<file path="src/rtl/pwf_pkg.sv">
// Shared types and constants for the pwf_arb switch filter / event scheduler.
package pwf_pkg;

  localparam int PWF_HI_CYC_DEF = 12;
  localparam int PWF_LO_CYC_DEF = 12;
  // Widest channel index the event struct can carry (N_CH up to 16).
  localparam int PWF_CH_W_MAX   = 4;

  function automatic int pwf_ch_w(input int n_ch);
    return (n_ch <= 2) ? 1 : $clog2(n_ch);
  endfunction

  typedef struct packed {
    logic [PWF_CH_W_MAX-1:0] ch;
    logic                    press;
  } pwf_evt_t;

  typedef enum logic {
    IDLE = 1'b0,
    HOLD = 1'b1
  } out_state_t;

endpackage

</file>
<file path="src/rtl/pwf_chan.sv">
// One switch channel: run-length filter with separate high/low thresholds and a
// combinational toggle strobe that is high in the cycle whose edge flips c_o.
module pwf_chan
  import pwf_pkg::*;
#(
  parameter int HI_CYC = PWF_HI_CYC_DEF,
  parameter int LO_CYC = PWF_LO_CYC_DEF,
  parameter int CNT_W  = 4
) (
  input  logic clk4m,
  input  logic rst_n,
  input  logic a_i,
  output logic c_o,
  output logic tgl_o
);

  logic [CNT_W-1:0] cnt_q, cnt_d;
  logic [CNT_W-1:0] thr_m1;
  logic             c_q, c_d;

  // cnt_q holds the number of differing samples already taken, so the edge
  // that takes the threshold-th sample is the one where cnt_q == threshold-1.
  always_comb begin
    thr_m1 = c_q ? CNT_W'(LO_CYC - 1) : CNT_W'(HI_CYC - 1);
    tgl_o  = (a_i != c_q) && (cnt_q == thr_m1);
    c_d    = c_q ^ tgl_o;
    cnt_d  = cnt_q;
    if ((a_i == c_q) || tgl_o) begin
      cnt_d = '0;
    end else if (cnt_q != '1) begin
      cnt_d = cnt_q + CNT_W'(1);
    end
  end

  always_ff @(posedge clk4m or negedge rst_n) begin
    if (!rst_n) begin
      cnt_q <= '0;
      c_q   <= 1'b0;
    end else begin
      cnt_q <= cnt_d;
      c_q   <= c_d;
    end
  end

  assign c_o = c_q;

endmodule

</file>
<file path="src/rtl/pwf_arb.sv">
// Multi-channel pulse-width filter with round-robin event scheduler.
// Build with PWF_ARB_REL_EVT_EN defined to also queue release events.
module pwf_arb
  import pwf_pkg::*;
#(
  parameter  int N_CH   = 4,
  parameter  int HI_CYC = PWF_HI_CYC_DEF,
  parameter  int LO_CYC = PWF_LO_CYC_DEF,
  parameter  int CNT_W  = 4,
  localparam int CH_W   = pwf_ch_w(N_CH)
) (
  input  logic            clk4m,
  input  logic            rst_n,
  input  logic [N_CH-1:0] a,
  output logic [N_CH-1:0] c,
  output logic            evt_valid,
  input  logic            evt_ready,
  output logic [CH_W-1:0] evt_ch,
  output logic            evt_press,
  output logic [N_CH-1:0] ovf,
  input  logic            ovf_clr,
  output out_state_t      dbg_state
);

  logic [N_CH-1:0] tgl, set, win_oh;
  logic [N_CH-1:0] pend_q, pend_d;
  logic [N_CH-1:0] ovf_q, ovf_d;
  logic [CH_W-1:0] ptr_q, ptr_d, win, arb_idx;
  logic            any_pend, load, load_win;
  pwf_evt_t        evt_q, evt_d;
  out_state_t      state_q, state_d;

  for (genvar i = 0; i < N_CH; i++) begin : g_chan
    pwf_chan #(
      .HI_CYC(HI_CYC),
      .LO_CYC(LO_CYC),
      .CNT_W (CNT_W)
    ) u_chan (
      .clk4m(clk4m),
      .rst_n(rst_n),
      .a_i  (a[i]),
      .c_o  (c[i]),
      .tgl_o(tgl[i])
    );
  end

  // First pending channel at or after the pointer, wrapping past N_CH-1.
  always_comb begin
    any_pend = 1'b0;
    win      = '0;
    arb_idx  = '0;
    for (int k = 0; k < N_CH; k++) begin
      arb_idx = CH_W'((int'(ptr_q) + k) % N_CH);
      if (!any_pend && pend_q[arb_idx]) begin
        any_pend = 1'b1;
        win      = arb_idx;
      end
    end
  end

  // Handshake: an event transfers on an edge where evt_valid && evt_ready;
  // while evt_valid && !evt_ready, evt_valid/evt_ch/evt_press hold steady.
  assign load     = !evt_valid || evt_ready;
  assign load_win = load && any_pend;
  assign win_oh   = load_win ? (N_CH'(1) << win) : '0;

`ifdef PWF_ARB_REL_EVT_EN
  logic [N_CH-1:0] pol_q, pol_d;
  assign set   = tgl;
  assign pol_d = (pol_q & ~tgl) | (~c & tgl);
`else
  assign set   = tgl & ~c;
`endif

  // A toggle on the channel being loaded re-arms pending without overflow.
  assign pend_d = (pend_q & ~win_oh) | set;
  assign ovf_d  = (ovf_clr ? '0 : ovf_q) | (set & pend_q & ~win_oh);

  always_comb begin
    state_d = state_q;
    evt_d   = evt_q;
    ptr_d   = ptr_q;
    case (state_q)
      IDLE:    if (any_pend) state_d = HOLD;
      HOLD:    if (evt_ready) state_d = any_pend ? HOLD : IDLE;
      default: state_d = IDLE;
    endcase
    if (load_win) begin
      evt_d.ch = PWF_CH_W_MAX'(win);
`ifdef PWF_ARB_REL_EVT_EN
      evt_d.press = pol_q[win];
`else
      evt_d.press = 1'b1;
`endif
      ptr_d = (win == CH_W'(N_CH - 1)) ? '0 : win + CH_W'(1);
    end
  end

  always_ff @(posedge clk4m or negedge rst_n) begin
    if (!rst_n) begin
      state_q <= IDLE;
      evt_q   <= '0;
      ptr_q   <= '0;
      pend_q  <= '0;
      ovf_q   <= '0;
`ifdef PWF_ARB_REL_EVT_EN
      pol_q   <= '0;
`endif
    end else begin
      state_q <= state_d;
      evt_q   <= evt_d;
      ptr_q   <= ptr_d;
      pend_q  <= pend_d;
      ovf_q   <= ovf_d;
`ifdef PWF_ARB_REL_EVT_EN
      pol_q   <= pol_d;
`endif
    end
  end

  assign evt_valid = (state_q == HOLD);
  assign evt_ch    = CH_W'(evt_q.ch);
  assign evt_press = evt_q.press;
  assign ovf       = ovf_q;
  assign dbg_state = state_q;

endmodule
</file>
<file path="config.mk">
export PLATFORM = sky130hd
export DESIGN_NAME = pwf_arb
export DESIGN_NICKNAME = d
export VERILOG_FILES = /design/src/rtl/pwf_pkg.sv /design/src/rtl/pwf_chan.sv /design/src/rtl/pwf_arb.sv
export SDC_FILE = /design/constraint.sdc
export NUM_CORES = 1
export LEC_CHECK = 0
export ABC_AREA = 1
export CAP_MARGIN = 10
export CORE_AREA = 2 2 66 68
export CTS_CLUSTER_SIZE = 12
export DETAILED_ROUTE_END_ITERATION = 16
export DIE_AREA = 0 0 68 70
export PLACE_DENSITY = 0.81
export SYNTH_ARGS = -nofsm -noshare
export SYNTH_HDL_FRONTEND = slang
export SYNTH_SLANG_ARGS = --single-unit
</file>
<file path="constraint.sdc">
create_clock -name clk4m -period 1.8 [get_ports clk4m]
set_input_delay 0.36 -clock clk4m [delete_from_list [all_inputs] [get_ports clk4m]]
set_output_delay 0.36 -clock clk4m [all_outputs]
set_load 0.01 [all_outputs]
</file>
* Word level (Yosys, flattened, before mapping) *
Cells that the tools add are included.

cells by class
  shifts and indexed selects = 1
  add/subtract/negate cells = 8
  magnitude comparators = 4
  reduce and logical (&&, ||, !) cells = 21
  bitwise logic cells = 13
  muxes and demuxes = 30
  eq/ne operators = 17

operators with widths
  kind                 count
  $mux 4               10
  $add 4x1->4 const B  4
  $and 4x4->4          4
  $eq 4x4->1 const B   4
  $ne 4x4->1 const B   4
  $lt 2x3->1 const B   4
  $mux 1               10
  $mux 2               5
  $bmux 1 s2           4
  $logic_and 1x1->1    8
  $not 4->4            2
  $or 4x4->4           2
  $reduce_bool 2->1    4
  $logic_or 1x1->1     5
  $add 2x1->2 const B  2
  $add 2x2->2 const B  2
  $eq 1x1->1           4
  $logic_not 1->1      4
  $ne 1x1->1           4
  $shl 1x2->4 const A  1
  $xor 1x1->1          4
  $eq 2x2->1 const B   1
  $pmux 1 s2           1
  $not 1->1            1

storage, ports and cells
  logic and storage cells = 108
  bits in registers = 34
  input port bits = 8
  output and inout port bits = 13

* Depth between registers and ports, before layout *
Gate-level depths: netlist (run 1).

  depth after elaboration = 17
  gate-level depth with buffers = 15
  depth with buffers taken out = 14

* Modules after synthesis *
A second synthesis (run 1) with hierarchy kept.

unflattened totals
  cells, all modules = 296
  area, all modules = 2224.6 sq um

by module, submodules not included
  module    sequential area each (sq um)  times used  cells each  area an instance (sq um)
  pwf_chan  125.1                         4           41          322.8
  pwf_arb   350.3                         1           132         933.4

* Worst setup path after synthesis (run 1) *
Ideal clock, no wire load.

  path type = reg-to-reg
  start = register ptr_q[0]
  end = register ptr_q[1]
  setup slack = 0.116 ns
  buffers on the path = 1
  arrival time = 1.556 ns
  required time = 1.673 ns
  setup time = 0.127 ns
  cell stages (with the launch flop) = 13
  period minus slack after synthesis = 1.684 ns
  cell sequence = dfrtp_1 buf_6 inv_6 nand2_1 nand3_1 nand2_1 nor2_4 nand4_1 nand2_1 inv_1 ha_1 nand2_1 o21ai_0

between the ends
  cells in the longest elaborated chain, start to end = 14
  elaborated cells between the ends (all ways) = 29
  those cells by class = add/sub (4); eq/ne (1); mux (17); reduce/logical (7)

ends and longest elaborated chain
  item                                                  RTL line        text
  from (decl)                                           pwf_arb.sv:28   logic [CH_W-1:0] ptr_q, ptr_d, win, arb_idx;
  from (signal assigned)                                pwf_arb.sv:112  ptr_q <= ptr_d;
  branches (longest 11 deep; another with $add 2x1->2)  --
  $mux 2 (*)                                            pwf_arb.sv:54   if (!any_pend && pend_q[arb_idx]) begin
  via win[1]                                            pwf_arb.sv:28
  $add 2x1->2 or $eq 2x2->1 (tied branches)             pwf_arb.sv:95   ptr_d = (win == CH_W'(N_CH - 1)) ? '0 : win + CH_W'(1);
  $mux 2 (*)                                            pwf_arb.sv:95

Mark *: on every way through the listed nets, which the timed path passes. The select of a mux whose other input is x is not followed.
A chain may end at the register's enable or synchronous reset.

* Final worst setup path (run 1) *
  start = register ptr_q[0]
  end = register ovf_q[1], in the netlist ovf[1]

between the ends
  cells in the longest elaborated chain, start to end = 17
  elaborated cells between the ends (all ways) = 31
  those cells by class = add/sub (3); shift (1); mux (17); bitwise (3); reduce/logical (7)

ends and longest elaborated chain
  item                                                  RTL line        text
  branches (longest 11 deep; another with $add 2x1->2)  --
  $mux 2 (*)                                            pwf_arb.sv:54
  via win[0]                                            pwf_arb.sv:28
  $shl 1x2->4 (*)                                       pwf_arb.sv:65   assign win_oh = load_win ? (N_CH'(1) << win) : '0;
  $mux 4 (*)                                            pwf_arb.sv:65
  $not 4->4 (*)                                         pwf_arb.sv:77   assign ovf_d = (ovf_clr ? '0 : ovf_q) | (set & pend_q & ~win_oh);
  $and 4x4->4 (*)                                       pwf_arb.sv:77
  $or 4x4->4 (*)                                        pwf_arb.sv:77
  via ovf_d[1]                                          pwf_arb.sv:27   logic [N_CH-1:0] ovf_q, ovf_d;
  to (signal assigned)                                  pwf_arb.sv:114  ovf_q <= ovf_d;
  to (decl)                                             pwf_arb.sv:27

Marks and branches as above.

==> flow_metrics.env, run 1 <==
export IMPL_num_antenna_cells=0
export IMPL_clk_latency_ps=290
export IMPL_die_h_um=70
export IMPL_fmax_mhz=525
export IMPL_use_met3_pct=5.48
export IMPL_crit_required_ps=1980
export IMPL_busiest_layer="met2"
export IMPL_yosysSeqAreaShare_pct=44.2
export IMPL_p_seq_share_pct=26.1
export IMPL_clock_path_buffers=2
export IMPL_syn_avg_cell_area_um2=7.73
export IMPL_grt_pass1_vias=1592
export IMPL_violations="negative setup slack"
export IMPL_fin_nets=304
export IMPL_cts_root_buffer="clkbuf_8"
export IMPL_yosys_area_share_xor_xnor_pct=3.18
export IMPL_rows=24
export IMPL_grt_pass1_wl_um=6840
export IMPL_fin_crit_sh_pct=106
export IMPL_finalHoldViolCount=0
export IMPL_synth_simple_area_share_pct=26.4
export IMPL_clock_sinks=34
export IMPL_max_slew_margin_pct=70.6
export IMPL_r2r_cells=13
export IMPL_drc_errors=0
export IMPL_wirelength_um=4140
export IMPL_grtUsageTotal_pct=19.1
export IMPL_cts_tree="built"
export IMPL_fill_cells=352
export IMPL_tightest_slew_ps=437
export IMPL_combinationalPowerShare_pct=57.7
export IMPL_overflow=0
export IMPL_vias=1687
export IMPL_firstDrtPassIters=4
export IMPL_synth_nets=265
export IMPL_worst_path_max_fanout=6
export IMPL_io_pins=21
export IMPL_area_growth_pct=31.7
export IMPL_syn_area_um2=1930
export IMPL_gp_congestion=0.888
export IMPL_vdd_ir_drop_max_mv=0.722
export IMPL_dp_hpwl_um=2800
export IMPL_cts_buffers=5
export IMPL_use_met2_pct=31.4
export IMPL_core_um2=4140
export IMPL_drtIter0Drc=63
export IMPL_synth_cells=249
export IMPL_r2r_end="ovf[1]$_DFF_PN0_"
export IMPL_status="finished, violations left"
export IMPL_setup_viol=9
export IMPL_synth_top_family_by_area="simple AND/OR/NAND/NOR gates"
export IMPL_startpoint_type="flop"
export IMPL_start_util_pct=46.5
export IMPL_tns_ps=-719
export IMPL_cap_violations=0
export IMPL_io_buffers=20
export IMPL_switching_share_pct=43.3
export IMPL_synth_fa_ha_area_share_pct=5.20
export IMPL_antenna_found_initial=0
export IMPL_p_leak_nw=1.24
export IMPL_min_from="evt_press$_DFFE_PN0P_"
export IMPL_die_area_um2=4760
export IMPL_p_per_area_nw_per_um2=1430
export IMPL_path_class="flop to flop"
export IMPL_finClkSkew_ps=5.99
export IMPL_report_final_slew_viol_count=0
export IMPL_p_clk_share_pct=16.2
export IMPL_drtAntennaViolNets=0
export IMPL_vias_per_cell=4.95
export IMPL_yosysWarnings=0
export IMPL_die_w_um=68
export IMPL_htree_levels=2
export IMPL_crit_arrival_ps=2080
export IMPL_synth_compound_area_share_pct=10.0
export IMPL_ys_types=26
export IMPL_rsz0062_at_grt="true"
export IMPL_clkTransAtPathRegs_ps=70
export IMPL_worstHoldPathCells=1
export IMPL_ff2ff_setup_slack_ps=-100
export IMPL_p_int_w=0.00206
export IMPL_drive_above_1_share_pct=25.3
export IMPL_grt_max_degree=35
export IMPL_use_met1_pct=23.2
export IMPL_r2r_start="ptr_q[0]$_DFFE_PN0P_"
export IMPL_min_period_ps=1900
export IMPL_ys_seq_elements=34
export IMPL_fin_ws_ps=-103
export IMPL_worstHoldPathType="flop to flop"
export IMPL_total_power_w=0.00363
export IMPL_wl_per_cell_um=12.1
export IMPL_netSwitchingPower_w=0.00157
export IMPL_worstSetupEndpointType="flop"
export IMPL_holdPathEnd="evt_press$_DFFE_PN0P_"
export IMPL_synthMuxAreaShare_pct=0
[layer usage]
layer,wire length [µm],vias up
li1,-,866
met1,1830,775
met2,2060,36
met3,148,10
met4,105,0
met5,0,-
[layout by cell type (no fill, tap or decap), types with 6 or more instances in the layout]
master,count
nand2_1,56
dfrtp_1,32
inv_1,28
clkdlybuf4s50_1,20
nand3_1,17
buf_4,17
o21ai_0,13
nor2_1,13
nand2_2,12
inv_2,6
nand3_2,6
o21ai_1,6
a21oi_1,6
clkbuf_8,6
[critical path, stage by stage, from the launching register on]
cell     delay, ps
dfrtp_2        460
buf_6          150
nand2_2         70
nand3_1        100
nand2_2         70
nand3_2         80
nand2_1         80
nand2_2         80
nand2_2         80
nor2_4         220
ha_4           180
inv_2           40
o21ai_1        110
nand2_1         70
[what timing repair did]
action	in CTS	in global routing
setup endpoints to repair	9	13
buffers inserted	3	2
hold buffers	0	0
hold endpoints to repair	0	0
pin swaps	12	16
gates resized for setup	25	32
[metrics by stage]
stage	setup WS (ps)	instance area [µm²]	instances	util, %	hold WS (ps)
6_report	-103	2540	341	61.2	464
5_1_grt	-195	2540	341	61.2	503
4_1_cts	-38.8	2410	339	58.2	470
3_5_place_dp	-193	2240	328	54.0	452
3_3_place_gp	-152	2240	328	54.0	450
2_1_floorplan	116	1930	249	-	64.4
[how the worst max path moves through the flow]
stage | end | from | cells past startpoint | slack, ps
floorplan | ptr_q[1]$_DFFE_PN0P_ | ptr_q[0]$_DFFE_PN0P_ | 12 | 120
global placement | ovf[1]$_DFF_PN0_ | ptr_q[0]$_DFFE_PN0P_ | 12 | -150
detailed placement | ovf[2]$_DFF_PN0_ | ptr_q[0]$_DFFE_PN0P_ | 12 | -190
CTS | ptr_q[1]$_DFFE_PN0P_ | ptr_q[0]$_DFFE_PN0P_ | 12 | -40
global route | ptr_q[1]$_DFFE_PN0P_ | ptr_q[0]$_DFFE_PN0P_ | 12 | -190
finish | ovf[1]$_DFF_PN0_ | ptr_q[0]$_DFFE_PN0P_ | 13 | -100
[cell type report]
cell class / instances / area [µm²] / share of cell area [%]
flip-flops and latches: 34 / 853 / 33.6
repair buffers: 39 / 350 / 13.8
clock buffers: 7 / 86.3 / 3.40
well taps: 52 / 65.1 / 2.57
clock inverters: 1 / 5.00 / 0.197
inverters: 39 / 161 / 6.36
multi-input cells: 169 / 1010 / 40.0
[power groups by stage]
stage | Sequential (W) | Combinational [W] | Clock (W)
6_report | 0.000947 | 0.00209 | 0.000589
5_1_grt | 0.000960 | 0.00226 | 0.000645
4_1_cts | 0.000939 | 0.00161 | 0.000603
3_5_place_dp | 0.000956 | 0.00134 | 0
3_3_place_gp | 0.000953 | 0.00131 | 0
2_1_floorplan | 0.000931 | 0.000877 | 0
[kinds of logic (layout without fill, tap and decap cells)]
logic type               Yosys count  in the layout
buffers and inverters             46             86
AO/OA/AOI/OAI                     36             36
adder cells (fa/ha/maj)            8              8
flip-flops                        34             34
AND/OR/NAND/NOR                  118            118
XOR/XNOR                           7              7
[cell usage after synthesis]
| master | instances | area share, % |
|---|---|---|
| xnor2_1 | 2 | 0.91 |
| nand2_1 | 68 | 13 |
| dfrtp_1 | 34 | 44 |
| nand3_1 | 22 | 5.7 |
| inv_6 | 1 | 0.45 |
| buf_6 | 2 | 1.2 |
| nand4_1 | 2 | 0.65 |
| o21ai_1 | 8 | 2.1 |
| or2_1 | 1 | 0.33 |
| inv_2 | 1 | 0.19 |
| nand2_2 | 4 | 1.3 |
| nor2_1 | 14 | 2.7 |
| nor3_1 | 4 | 1.0 |
| nand3_2 | 1 | 0.52 |
| o21a_1 | 2 | 0.78 |
| o31ai_1 | 1 | 0.39 |
| inv_1 | 37 | 7.2 |
| xor2_1 | 5 | 2.3 |
| ha_1 | 8 | 5.2 |
| a21oi_1 | 6 | 1.6 |
| a31oi_1 | 2 | 0.65 |
| a211oi_1 | 1 | 0.39 |
| or2_2 | 1 | 0.33 |
| nor2_4 | 1 | 0.58 |
| o21ai_0 | 16 | 4.2 |
| buf_4 | 5 | 1.9 |
Power figures use the tool's default switching activity.
==> run 2: changes to the inputs <==
PLACE_DENSITY = 0.78   (was 0.81)
clock period = 2.34 ns   (was 1.8 ns; I/O delays follow)
==> run 2 against run 1 <==
Critical endpoint is now pend_q[2]$_DFF_PN0_. Utilization fell by 7.4 points. Clock skew rose by 3.0 ps. Total power fell by 44%. The run now ends clean. Design area fell by 12%. Hold slack barely moved. Die area did not move. Register-to-register slack improved by 370 ps. Count of clock-buffer cells in the layout did not move.
==> flow_metrics.env, run 2 (synthesis results as in run 1) <==
export IMPL_status="finished clean"
export IMPL_gp_congestion=0.912
export IMPL_total_power_w=0.00203
export IMPL_grt_max_degree=35
export IMPL_netSwitchingPower_w=0.000836
export IMPL_fin_nets=286
export IMPL_io_buffers=20
export IMPL_path_cells="inv_6 > nand2_1 > nand3_1 > nand2_1 > inv_1 > nand3_1 > nand2_1 > nor2_1 > inv_1 > ha_1 > inv_1 > o21ai_1 > nand2_1"
export IMPL_wl_per_cell_um=10.9
export IMPL_cap_violations=0
export IMPL_die_h_um=70
export IMPL_worstSetupEndpointType="flop"
export IMPL_p_per_area_nw_per_um2=908
export IMPL_die_w_um=68
export IMPL_htree_levels=2
export IMPL_grt_pass1_wl_um=6420
export IMPL_hold_buffers=0
export IMPL_postCtsSetupBuffers=0
export IMPL_firstDrtPassIters=4
export IMPL_dp_hpwl_um=2670
export IMPL_clkTransAtPathRegs_ps=70
export IMPL_tightest_slew_ps=478
export IMPL_worstHoldPathCells=1
export IMPL_cp_slowest_cell="dfrtp_1"
export IMPL_combinationalPowerShare_pct=42.2
export IMPL_r2r_start="ptr_q[0]$_DFFE_PN0P_"
export IMPL_p_int_w=0.00119
export IMPL_holdPathEnd="evt_press$_DFFE_PN0P_"
export IMPL_max_slew_margin_pct=67.8
export IMPL_drc_errors=0
export IMPL_finalHoldViolCount=0
export IMPL_finClkSkew_ps=9.00
export IMPL_crit_family="simple AND/OR/NAND/NOR gates"
export IMPL_area_growth_pct=15.8
export IMPL_fill_cells=382
export IMPL_p_leak_nw=1.12
export IMPL_num_antenna_cells=0
export IMPL_core_um2=4140
export IMPL_cts_root_buffer="clkbuf_8"
export IMPL_switching_share_pct=41.3
export IMPL_antenna_found_initial=0
export IMPL_crit_required_ps=2560
export IMPL_clock_path_buffers=2
export IMPL_final_cell_mix="nand2_1 (68), inv_1 (37), dfrtp_1 (34)"
export IMPL_ff2ff_setup_slack_ps=270
export IMPL_crit_arrival_ps=2300
export IMPL_rows=24
export IMPL_post_cts_resized=0
export IMPL_min_period_ps=2070
export IMPL_drive_above_1_share_pct=6.27
export IMPL_io_pins=21
export IMPL_grtUsageTotal_pct=18.0
export IMPL_rsz0062_at_grt="false"
export IMPL_crit_buf_inv=4
export IMPL_die_area_um2=4760
export IMPL_drtIter0Drc=97
export IMPL_start_util_pct=46.5
export IMPL_stdcell_area_um2=2230
export IMPL_vias=1547
export IMPL_worst_path_largest_cell_delay_ps=560
export IMPL_path_class="flop to flop"
export IMPL_tns_ps=0
export IMPL_overflow=0
export IMPL_clk_latency_ps=290
export IMPL_layout_commonest_cell="nand2_1"
export IMPL_fmax_mhz=483
export IMPL_crit_start="ptr_q[0]$_DFFE_PN0P_"
export IMPL_report_final_slew_viol_count=0
export IMPL_clock_sinks=34
export IMPL_vdd_ir_drop_max_mv=0.448
export IMPL_dpl_instance_area_um2=2140
export IMPL_r2r_cells=13
export IMPL_p_seq_share_pct=35.7
export IMPL_startpoint_type="flop"
export IMPL_worstHoldPathType="flop to flop"
export IMPL_cts_buffers=5
export IMPL_vias_per_cell=4.79
export IMPL_p_clk_share_pct=22.0
export IMPL_grt_pass1_vias=1527
export IMPL_worst_path_max_fanout=10
export IMPL_drtAntennaViolNets=0
export IMPL_fin_crit_sh_pct=88.5
export IMPL_min_from="evt_press$_DFFE_PN0P_"
export IMPL_cts_tree="built"
export IMPL_setup_viol=0
export IMPL_wirelength_um=3510
export IMPL_r2r_end="pend_q[2]$_DFF_PN0_"
export IMPL_critPathMostFrequentCell="nand2_1"
## run 2: cell types whose count changed in the layout (fill, tap and decap cells not counted), moves of 5 or more
cell,previous run,this run
nand3_1,17,22
o21ai_2,5,0
nand2_1,56,68
inv_1,28,37
nand3_2,6,1
inv_2,6,1
nand2_2,12,4
buf_4,17,1
## run 2: cell type report
type | count | area, µm² | share of cell area [%]
multi-input combinational | 169 | 863 | 38.7
sequential | 34 | 851 | 38.2
timing repair buffer | 21 | 208 | 9.32
inverter | 39 | 151 | 6.79
clock buffer | 7 | 86.3 | 3.87
tap | 52 | 65.1 | 2.92
clock inverter | 1 | 5.00 | 0.224
## run 2: worst max path at each step
stage,to,cells after the start,slack [ps]
2_1_floorplan,ptr_q[1]$_DFFE_PN0P_,12,660
3_3_place_gp,ovf[1]$_DFF_PN0_,12,370
3_5_place_dp,ovf[1]$_DFF_PN0_,12,300
4_1_cts,pend_q[2]$_DFF_PN0_,13,270
5_1_grt,pend_q[2]$_DFF_PN0_,14,70
6_report,pend_q[2]$_DFF_PN0_,13,270
## run 2: through the flow
| step | hold slack, ps | std cells | setup slack, ps | util [%] |
|---|---|---|---|---|
| floorplan | 172 | 249 | 656 | - |
| global placement | 450 | 315 | 366 | 51.6 |
| detailed placement | 457 | 315 | 295 | 51.6 |
| CTS | 469 | 323 | 273 | 53.8 |
| global route | 484 | 323 | 67.9 | 53.8 |
| finish | 464 | 323 | 269 | 53.8 |
## run 2: power by group through the flow
stage | Clock (W) | Combinational [W] | Sequential [W]
final | 0.000446 | 0.000855 | 0.000724
after global routing | 0.000489 | 0.00100 | 0.000737
after CTS | 0.000458 | 0.000861 | 0.000724
after detailed placement | 0 | 0.000850 | 0.000736
after global placement | 0 | 0.000829 | 0.000733
after floorplan | 0 | 0.000675 | 0.000716
## run 2: layer usage
| layer | part of all wire (%) | global-route usage (%) | vias up | routed length, µm |
|---|---|---|---|---|
| li1 | - | - | 821 | - |
| met1 | 45 | 22.3 | 697 | 1590 |
| met2 | 49 | 28.4 | 23 | 1730 |
| met3 | 3.1 | 4.99 | 6 | 109 |
| met4 | 2.5 | 8.44 | 0 | 88 |
| met5 | 0 | 0 | - | 0 |
